--- config.mk ---
export PLATFORM = sky130hd
export DESIGN_NAME = inst_fetch_unit_flat
export DESIGN_NICKNAME = d
export VERILOG_FILES = /design/src/rtl/inst_fetch_unit_pkg.sv /design/src/rtl/inst_fetch_unit_if.sv /design/src/rtl/inst_fetch_unit_fetch_mem_if.sv /design/src/rtl/inst_fetch_unit.sv /design/src/flat_wrapper.sv
export SDC_FILE = /design/constraint.sdc
export NUM_CORES = 1
export LEC_CHECK = 0
export ABC_AREA = 1
export ABC_CLOCK_PERIOD_IN_PS = 1900
export CORE_ASPECT_RATIO = 1.25
export CORE_MARGIN = 10
export CORE_UTILIZATION = 47
export CTS_CLUSTER_DIAMETER = 120
export DETAILED_ROUTE_END_ITERATION = 12
export GPL_ROUTABILITY_DRIVEN = 0
export PLACE_DENSITY = 0.84
export RECOVER_POWER = 25
export REMOVE_ABC_BUFFERS = 1
export SETUP_SLACK_MARGIN = 0.4
export SLEW_MARGIN = 20
export SYNTH_ARGS = -nofsm -noshare
export SYNTH_HDL_FRONTEND = slang
export SYNTH_SLANG_ARGS = --single-unit
--- constraint.sdc ---
create_clock -name clk -period 1.9 [get_ports clk]
set_clock_uncertainty 0.1 [all_clocks]
set_input_delay 0.38 -clock clk [delete_from_list [all_inputs] [get_ports clk]]
set_output_delay 0.38 -clock clk [all_outputs]
set_load 0.01 [all_outputs]
--- src/rtl/inst_fetch_unit_pkg.sv ---
// Shared types and constants for the instruction fetch stage.
package inst_fetch_unit_pkg;

  localparam logic [31:0] INST_NOP   = 32'h0000_0000;
  localparam int          INST_BYTES = 4;

  typedef enum logic [1:0] {
    FETCH_IDLE = 2'd0,
    FETCH_WAIT = 2'd1,
    FETCH_HOLD = 2'd2
  } fetch_state_e;

endpackage

--- src/rtl/inst_fetch_unit_if.sv ---
// Instruction-memory request/acknowledge bus between the fetch stage and imem.
interface inst_fetch_unit_if #(
  parameter int DATA_WIDTH = 32
) ();
  logic                  imem_req;
  logic [DATA_WIDTH-1:0] imem_addr;
  logic                  imem_ack;
  logic [DATA_WIDTH-1:0] imem_rdata;

  modport master (output imem_req, output imem_addr, input imem_ack, input imem_rdata);
  modport slave  (input imem_req, input imem_addr, output imem_ack, output imem_rdata);
endinterface

--- src/rtl/inst_fetch_unit_fetch_mem_if.sv ---
// Fetch handshake sequencer: issues one imem request per instruction and drops
// responses that belong to a redirected fetch. FETCH_MISALIGN_CHECK_EN adds misalign tagging.
//
// state      | meaning
// FETCH_IDLE | no request outstanding; launch one for pc next cycle
// FETCH_WAIT | request outstanding, waiting for imem_ack
// FETCH_HOLD | instruction for pc latched, waiting for issue or redirect
module inst_fetch_unit_fetch_mem_if
  import inst_fetch_unit_pkg::*;
#(
  parameter int DATA_WIDTH = 32
) (
  input  logic                  clk,
  input  logic                  rst_n,
  input  logic [DATA_WIDTH-1:0] pc,
  input  logic                  redirect,
  input  logic                  issue,
  inst_fetch_unit_if.master     imem,
  output fetch_state_e          state,
  output logic                  discard,
  output logic [DATA_WIDTH-1:0] held_inst
`ifdef FETCH_MISALIGN_CHECK_EN
  ,output logic                 held_misaligned
`endif
);

  localparam logic [DATA_WIDTH-1:0] NOP = DATA_WIDTH'(INST_NOP);

  fetch_state_e          state_nxt;
  logic                  discard_nxt;
  logic                  req_q, req_nxt;
  logic [DATA_WIDTH-1:0] addr_q, addr_nxt;
  logic [DATA_WIDTH-1:0] held_nxt;
`ifdef FETCH_MISALIGN_CHECK_EN
  logic                  mis_nxt;
`endif

  assign imem.imem_req  = req_q;
  assign imem.imem_addr = addr_q;

  always_ff @(posedge clk or negedge rst_n) begin
    if (!rst_n) begin
      state     <= FETCH_IDLE;
      discard   <= 1'b0;
      req_q     <= 1'b0;
      addr_q    <= '0;
      held_inst <= NOP;
`ifdef FETCH_MISALIGN_CHECK_EN
      held_misaligned <= 1'b0;
`endif
    end else begin
      state     <= state_nxt;
      discard   <= discard_nxt;
      req_q     <= req_nxt;
      addr_q    <= addr_nxt;
      held_inst <= held_nxt;
`ifdef FETCH_MISALIGN_CHECK_EN
      held_misaligned <= mis_nxt;
`endif
    end
  end

  always_comb begin
    state_nxt   = state;
    discard_nxt = discard;
    req_nxt     = req_q;
    addr_nxt    = addr_q;
    held_nxt    = held_inst;
`ifdef FETCH_MISALIGN_CHECK_EN
    mis_nxt     = held_misaligned;
`endif
    case (state)
      FETCH_IDLE: begin
        // A redirect here changes pc this cycle, so wait one cycle and request the new pc.
        if (!redirect) begin
`ifdef FETCH_MISALIGN_CHECK_EN
          if (pc[1:0] != 2'b00) begin
            held_nxt  = NOP;
            mis_nxt   = 1'b1;
            state_nxt = FETCH_HOLD;
          end else
`endif
          begin
            req_nxt   = 1'b1;
            addr_nxt  = pc;
            state_nxt = FETCH_WAIT;
          end
        end
      end
      FETCH_WAIT: begin
        if (imem.imem_ack) begin
          req_nxt     = 1'b0;
          discard_nxt = 1'b0;
          if (discard || redirect) begin
            state_nxt = FETCH_IDLE;
          end else begin
            held_nxt  = imem.imem_rdata;
`ifdef FETCH_MISALIGN_CHECK_EN
            mis_nxt   = 1'b0;
`endif
            state_nxt = FETCH_HOLD;
          end
        end else if (redirect) begin
          discard_nxt = 1'b1;
        end
      end
      FETCH_HOLD: begin
        if (redirect || issue) state_nxt = FETCH_IDLE;
      end
      default: state_nxt = FETCH_IDLE;
    endcase
  end

endmodule

--- src/rtl/inst_fetch_unit.sv ---
// IF stage: owns the PC and the IF/ID register, fetching through inst_fetch_unit_fetch_mem_if.
// FETCH_MISALIGN_CHECK_EN adds if_misaligned; otherwise redirect targets are word-aligned.
module inst_fetch_unit
  import inst_fetch_unit_pkg::*;
#(
  parameter int                    DATA_WIDTH = 32,
  parameter logic [DATA_WIDTH-1:0] RESET_PC   = '0
) (
  input  logic                  clk,
  input  logic                  rst_n,
  input  logic                  fetch_stall,
  input  logic                  fetch_flush,
  input  logic                  fetch_branch,
  input  logic [DATA_WIDTH-1:0] fetch_branch_target,
  output logic                  fetch_done,
  inst_fetch_unit_if.master     imem,
  output logic                  if_valid,
  output logic [DATA_WIDTH-1:0] if_pc,
  output logic [DATA_WIDTH-1:0] if_inst
`ifdef FETCH_MISALIGN_CHECK_EN
  ,output logic                 if_misaligned
`endif
);

  localparam logic [DATA_WIDTH-1:0] NOP = DATA_WIDTH'(INST_NOP);

  logic [DATA_WIDTH-1:0] pc;
  logic [DATA_WIDTH-1:0] target;
  logic [DATA_WIDTH-1:0] held_inst;
  fetch_state_e          state;
  logic                  discard;
  logic                  redirect;
  logic                  issue;

`ifdef FETCH_MISALIGN_CHECK_EN
  logic                  held_misaligned;
  assign target = fetch_branch_target;
`else
  assign target = fetch_branch_target & ~DATA_WIDTH'(3);
`endif

  // The controller may hold fetch_branch for several cycles; re-targeting the pc
  // already being fetched must not restart the fetch.
  assign redirect   = fetch_branch && !((target == pc) && !discard);
  assign issue      = (state == FETCH_HOLD) && !redirect && !fetch_flush && !fetch_stall;
  assign fetch_done = (state == FETCH_HOLD);

  inst_fetch_unit_fetch_mem_if #(
    .DATA_WIDTH (DATA_WIDTH)
  ) u_fetch_mem_if (
    .clk       (clk),
    .rst_n     (rst_n),
    .pc        (pc),
    .redirect  (redirect),
    .issue     (issue),
    .imem      (imem),
    .state     (state),
    .discard   (discard),
    .held_inst (held_inst)
`ifdef FETCH_MISALIGN_CHECK_EN
    ,.held_misaligned (held_misaligned)
`endif
  );

  always_ff @(posedge clk or negedge rst_n) begin
    if (!rst_n) begin
      pc <= RESET_PC;
    end else if (redirect) begin
      pc <= target;
    end else if (issue) begin
      pc <= pc + DATA_WIDTH'(INST_BYTES);
    end
  end

  always_ff @(posedge clk or negedge rst_n) begin
    if (!rst_n) begin
      if_valid <= 1'b0;
      if_pc    <= '0;
      if_inst  <= NOP;
`ifdef FETCH_MISALIGN_CHECK_EN
      if_misaligned <= 1'b0;
`endif
    end else if (redirect || fetch_flush) begin
      if_valid <= 1'b0;
      if_inst  <= NOP;
`ifdef FETCH_MISALIGN_CHECK_EN
      if_misaligned <= 1'b0;
`endif
    end else if (issue) begin
      if_valid <= 1'b1;
      if_pc    <= pc;
      if_inst  <= held_inst;
`ifdef FETCH_MISALIGN_CHECK_EN
      if_misaligned <= held_misaligned;
`endif
    end
  end

endmodule

--- src/flat_wrapper.sv ---
// flat-port wrapper written by rule: the top's interface ports become plain ports
module inst_fetch_unit_flat import inst_fetch_unit_pkg::*;
#(
  parameter int                    DATA_WIDTH = 32,
  parameter logic [DATA_WIDTH-1:0] RESET_PC   = '0
)
  (clk, rst_n, fetch_stall, fetch_flush, fetch_branch, fetch_branch_target, fetch_done, if_valid, if_pc, if_inst, imem_imem_req, imem_imem_addr, imem_imem_ack, imem_imem_rdata);
  inst_fetch_unit_if #(.DATA_WIDTH(DATA_WIDTH)) imem_i ();
  input  logic clk;
  input  logic rst_n;
  input  logic fetch_stall;
  input  logic fetch_flush;
  input  logic fetch_branch;
  input  logic [DATA_WIDTH-1:0] fetch_branch_target;
  output logic fetch_done;
  output logic if_valid;
  output logic [DATA_WIDTH-1:0] if_pc;
  output logic [DATA_WIDTH-1:0] if_inst;
  output wire logic [$bits(imem_i.imem_req)-1:0] imem_imem_req;
  output wire logic [$bits(imem_i.imem_addr)-1:0] imem_imem_addr;
  input wire logic [$bits(imem_i.imem_ack)-1:0] imem_imem_ack;
  input wire logic [$bits(imem_i.imem_rdata)-1:0] imem_imem_rdata;
  assign imem_imem_req = imem_i.imem_req;
  assign imem_imem_addr = imem_i.imem_addr;
  assign imem_i.imem_ack = imem_imem_ack;
  assign imem_i.imem_rdata = imem_imem_rdata;
  inst_fetch_unit #(.DATA_WIDTH(DATA_WIDTH), .RESET_PC(RESET_PC)) u_core (.clk(clk), .rst_n(rst_n), .fetch_stall(fetch_stall), .fetch_flush(fetch_flush), .fetch_branch(fetch_branch), .fetch_branch_target(fetch_branch_target), .fetch_done(fetch_done), .imem(imem_i), .if_valid(if_valid), .if_pc(if_pc), .if_inst(if_inst));
endmodule
==> results of run 1 <==
==> state kept, by name, summed over array words and instances, names as in the netlist <==
signal,count
u_core.u_fetch_mem_if.discard,1
u_core.if_valid,1
u_core.if_pc,30
u_core.u_fetch_mem_if.imem.imem_addr,30
u_core.pc,30
u_core.u_fetch_mem_if.held_inst,32
u_core.if_inst,32
u_core.u_fetch_mem_if.imem.imem_req,1
u_core.u_fetch_mem_if.state,2
==> repair_timing <==
action                                  CTS  global route
hold buffers                              1             0
pin swaps                                11            52
endpoints found under the hold margin    40             0
gates resized for setup                  70           205
gates cloned                              4            12
endpoints found under the setup margin  254           247
setup buffers                             9            22
==> cells in the final DEF, fill, tap and decap left out, types with 12 or more instances in the layout <==
| cell | netlist | final |
|---|---|---|
| dlymetal6s2s_1 | 0 | 53 |
| clkdlybuf4s50_1 | 0 | 51 |
| nor2_1 | 42 | 31 |
| inv_2 | 14 | 19 |
| nand4_1 | 133 | 133 |
| xor2_1 | 22 | 22 |
| nand3_1 | 42 | 41 |
| dfrtp_1 | 159 | 157 |
| buf_4 | 16 | 114 |
| o211ai_1 | 31 | 31 |
| inv_1 | 57 | 54 |
| nand2_1 | 452 | 408 |
| dlygate4sd2_1 | 0 | 12 |
| clkbuf_16 | 0 | 26 |
| clkbuf_2 | 1 | 38 |
| nand2_2 | 1 | 34 |
| o21ai_0 | 33 | 30 |
| buf_12 | 0 | 17 |
==> kinds of logic after synthesis <==
family / synth area share [%]
xor gates and xnor gates: 2.923
other: 0.04469
DFF: 47.42
and+or+nand+nor: 35.54
buffers and inverters: 8.932
AOI/OAI and AO/OA: 4.996
adders and majority gates: 0.1491
==> cells in the mapped netlist, types with 6 or more instances <==
master      n  area, um2
nand2_1   452       1697
dfrtp_1   159       3979
nand4_1   133      832.1
inv_1      57      214.0
clkbuf_1   47      176.4
nand3_1    42      210.2
nor2_1     42      157.7
o21ai_0    33      165.2
o211ai_1   31      232.7
buf_2      25      125.1
xor2_1     22      192.7
buf_4      16      120.1
inv_2      14      52.55
nor3_1     11      55.05
clkinv_1    7      26.28
xnor2_1     6      52.55
==> worst min path at each step <==
| stage | to | startpoint | cells past startpoint | slack (ns) |
|---|---|---|---|---|
| 4_1_cts | u_core.u_fetch_mem_if.held_inst[21]$_DFFE_PN0P_ | rst_n | 2 | 0.35 |
| 2_1_floorplan | u_core.if_inst[0]$_DFFE_PN0P_ | rst_n | 0 | -0.02 |
| 6_report | u_core.pc[8]$_DFFE_PN0P_ | fetch_branch_target[8] | 5 | 0.31 |
| 3_5_place_dp | u_core.u_fetch_mem_if.held_inst[23]$_DFFE_PN0P_ | rst_n | 1 | 0.23 |
| 3_3_place_gp | u_core.if_inst[23]$_DFFE_PN0P_ | rst_n | 1 | 0.23 |
| 5_1_grt | u_core.pc[8]$_DFFE_PN0P_ | fetch_branch_target[8] | 5 | 0.32 |
==> stage by stage <==
stage               hold WS, ns  TNS [ns]  power (uW)  std cells  cell area (um2)
floorplan              -0.01559   -438.10        6366       1022             7945
global placement         0.2295    -90.16        8413       1513            10830
detailed placement       0.2313    -99.37        8540       1513            10830
CTS                      0.3450    -5.936       11900       1559            11600
global route             0.3222    -30.79       12660       1593            12210
finish                   0.3066    -15.55       12030       1595            12220
==> critical path: stages <==
cell and delay [ns]:
clkdlybuf4s50_1 0.47, inv_1 0.09, nand2_1 0.08, nand2_1 0.10, nand2_1 0.06, nor2_1 0.13
nand2_1 0.08, nor2_2 0.09, nand2_2 0.10, nand2_8 0.12, buf_12 0.15, o21ai_4 0.12
clkbuf_16 0.22, nand2_2 0.08, nand2_1 0.05
==> routing by layer <==
| layer | part of all wire [%] | wire, um | GRT usage (%) |
|---|---|---|---|
| met3 | 10 | 3051 | 8.511 |
| met2 | 49 | 14260 | 36.90 |
| met4 | 4.3 | 1245 | 7.724 |
| met5 | 0.044 | 13 | 0 |
| met1 | 37 | 10680 | 24.73 |
==> where the power goes <==
| group | switching [uW] | internal, uW | leakage [uW] |
|---|---|---|---|
| Combinational | 2130 | 1750 | 0.00474 |
| Sequential | 537 | 4270 | 0.00208 |
| Clock | 1430 | 1910 | 0.000271 |
==> layout make-up <==
type	instances	area (um2)	area share [%]
Sequential cell	159	3981	32.59
Tap cell	224	280.3	2.294
Timing Repair Buffer	315	3163	25.89
Multi-Input combinational cell	785	3930	32.17
Antenna cell	2	5.005	0.04097
Clock inverter	8	81.33	0.6658
Clock buffer	24	481.7	3.943
Inverter	78	292.8	2.397
==> run summary, run 1 <==
crit start category - input pin
Util after Layout - 69.81%
Worst Setup EP - u_core.pc[10]$_DFFE_PN0P_
Max Cap Viol - 0
DRT iter0 DRCs - 757
Final Max Tran Viols - 0
Critical Path RT - 2.12 ns
Vias per Instance - 5.700
# setup viols final - 157
critical path startpoint - fetch_branch_target[12]
vias in the first global route - 8506
Fillers - 1284
share of cells above drive strength 1 - 22.57%
Hold Crit Class - in -> reg
EDFF count, synth - 0
FF-to-FF End - u_core.pc[10]$_DFFE_PN0P_
DP Wirelength - 17.97 mm
I/O pin cnt - 169
Nets - 1427
pre-CTS WS - -0.6886 ns
Syn Std Cell Area - 8391 um2
leakage - 0.007090 uW
R2R cell count - 14
Post-synth ARST share - 100.0%
H-tree levels - 4
outcome - complete, but fails checks
R2R Setup Slk - -0.21 ns
fin crit period - 2.112 ns
DRT antenna net count - 0
buffer depth of the longest clock path - 2
Core Area - 17500 um2
Syn Area/Cell - 7.545 um2
R2R Path Start - u_core.pc[13]$_DFFE_PN0P_
Worst-path clk slew - 0.07 ns
Num CTS Buffers - 17
All-Layer GR Usage - 21.88%
drt wl/cell - 18.34 um
CTS root buffer - clkbuf_16
worst slew pin tran - 1.114 ns
largest net degree at the start of global routing - 61
DRC viols - 0
Tcrit/Tclk final - 111.2%
register area share after synthesis - 47.42%
die area - 23630 um2
CP Class - in -> reg
area grow syn2layout - 45.59%
Vias - 9092
Die H - 169.4 um
Critical Path AT - 2.33 ns
Synth cell types - 28
Fmax - 473.5 MHz
Pwr per Cell Area - 984.4 nW/um2
PortBufs - 162
total clock sinks - 159
Horiz. Die Dim - 139.5 um
drt pass-1 iters - 7
max_slew headroom - 25.73%
failing checks - setup timing
# rows - 54
main flop type after synthesis - dfrtp_1
grt ovf - 0
cells after synthesis - 1112
Ys Warns - 0
CP max FO - 8
first-pass GRT wire length - 42.86 mm
initial antenna violation count - 2
initial cell density of the core - 47.95%
total routed wirelength - 29.25 mm
CTS tree - yes
#FFs+latches synth - 159
Final Hold Fails - 0
Clk Latency, worst-skew pair - 0.43 ns
setup ws final - -0.2120 ns
Critical Path End Type - flop
Peak supply drop - 739.3 uV
RSZ-0062 raised after global routing - yes
Note: power is estimated with default switching activity, not from simulation.
==> run 2, diff against run 1 <==
CAP_MARGIN = 0   (was unset)
==> results of run 2 <==
Same layout as run 1: the final DEF is identical, and so are final timing and power.
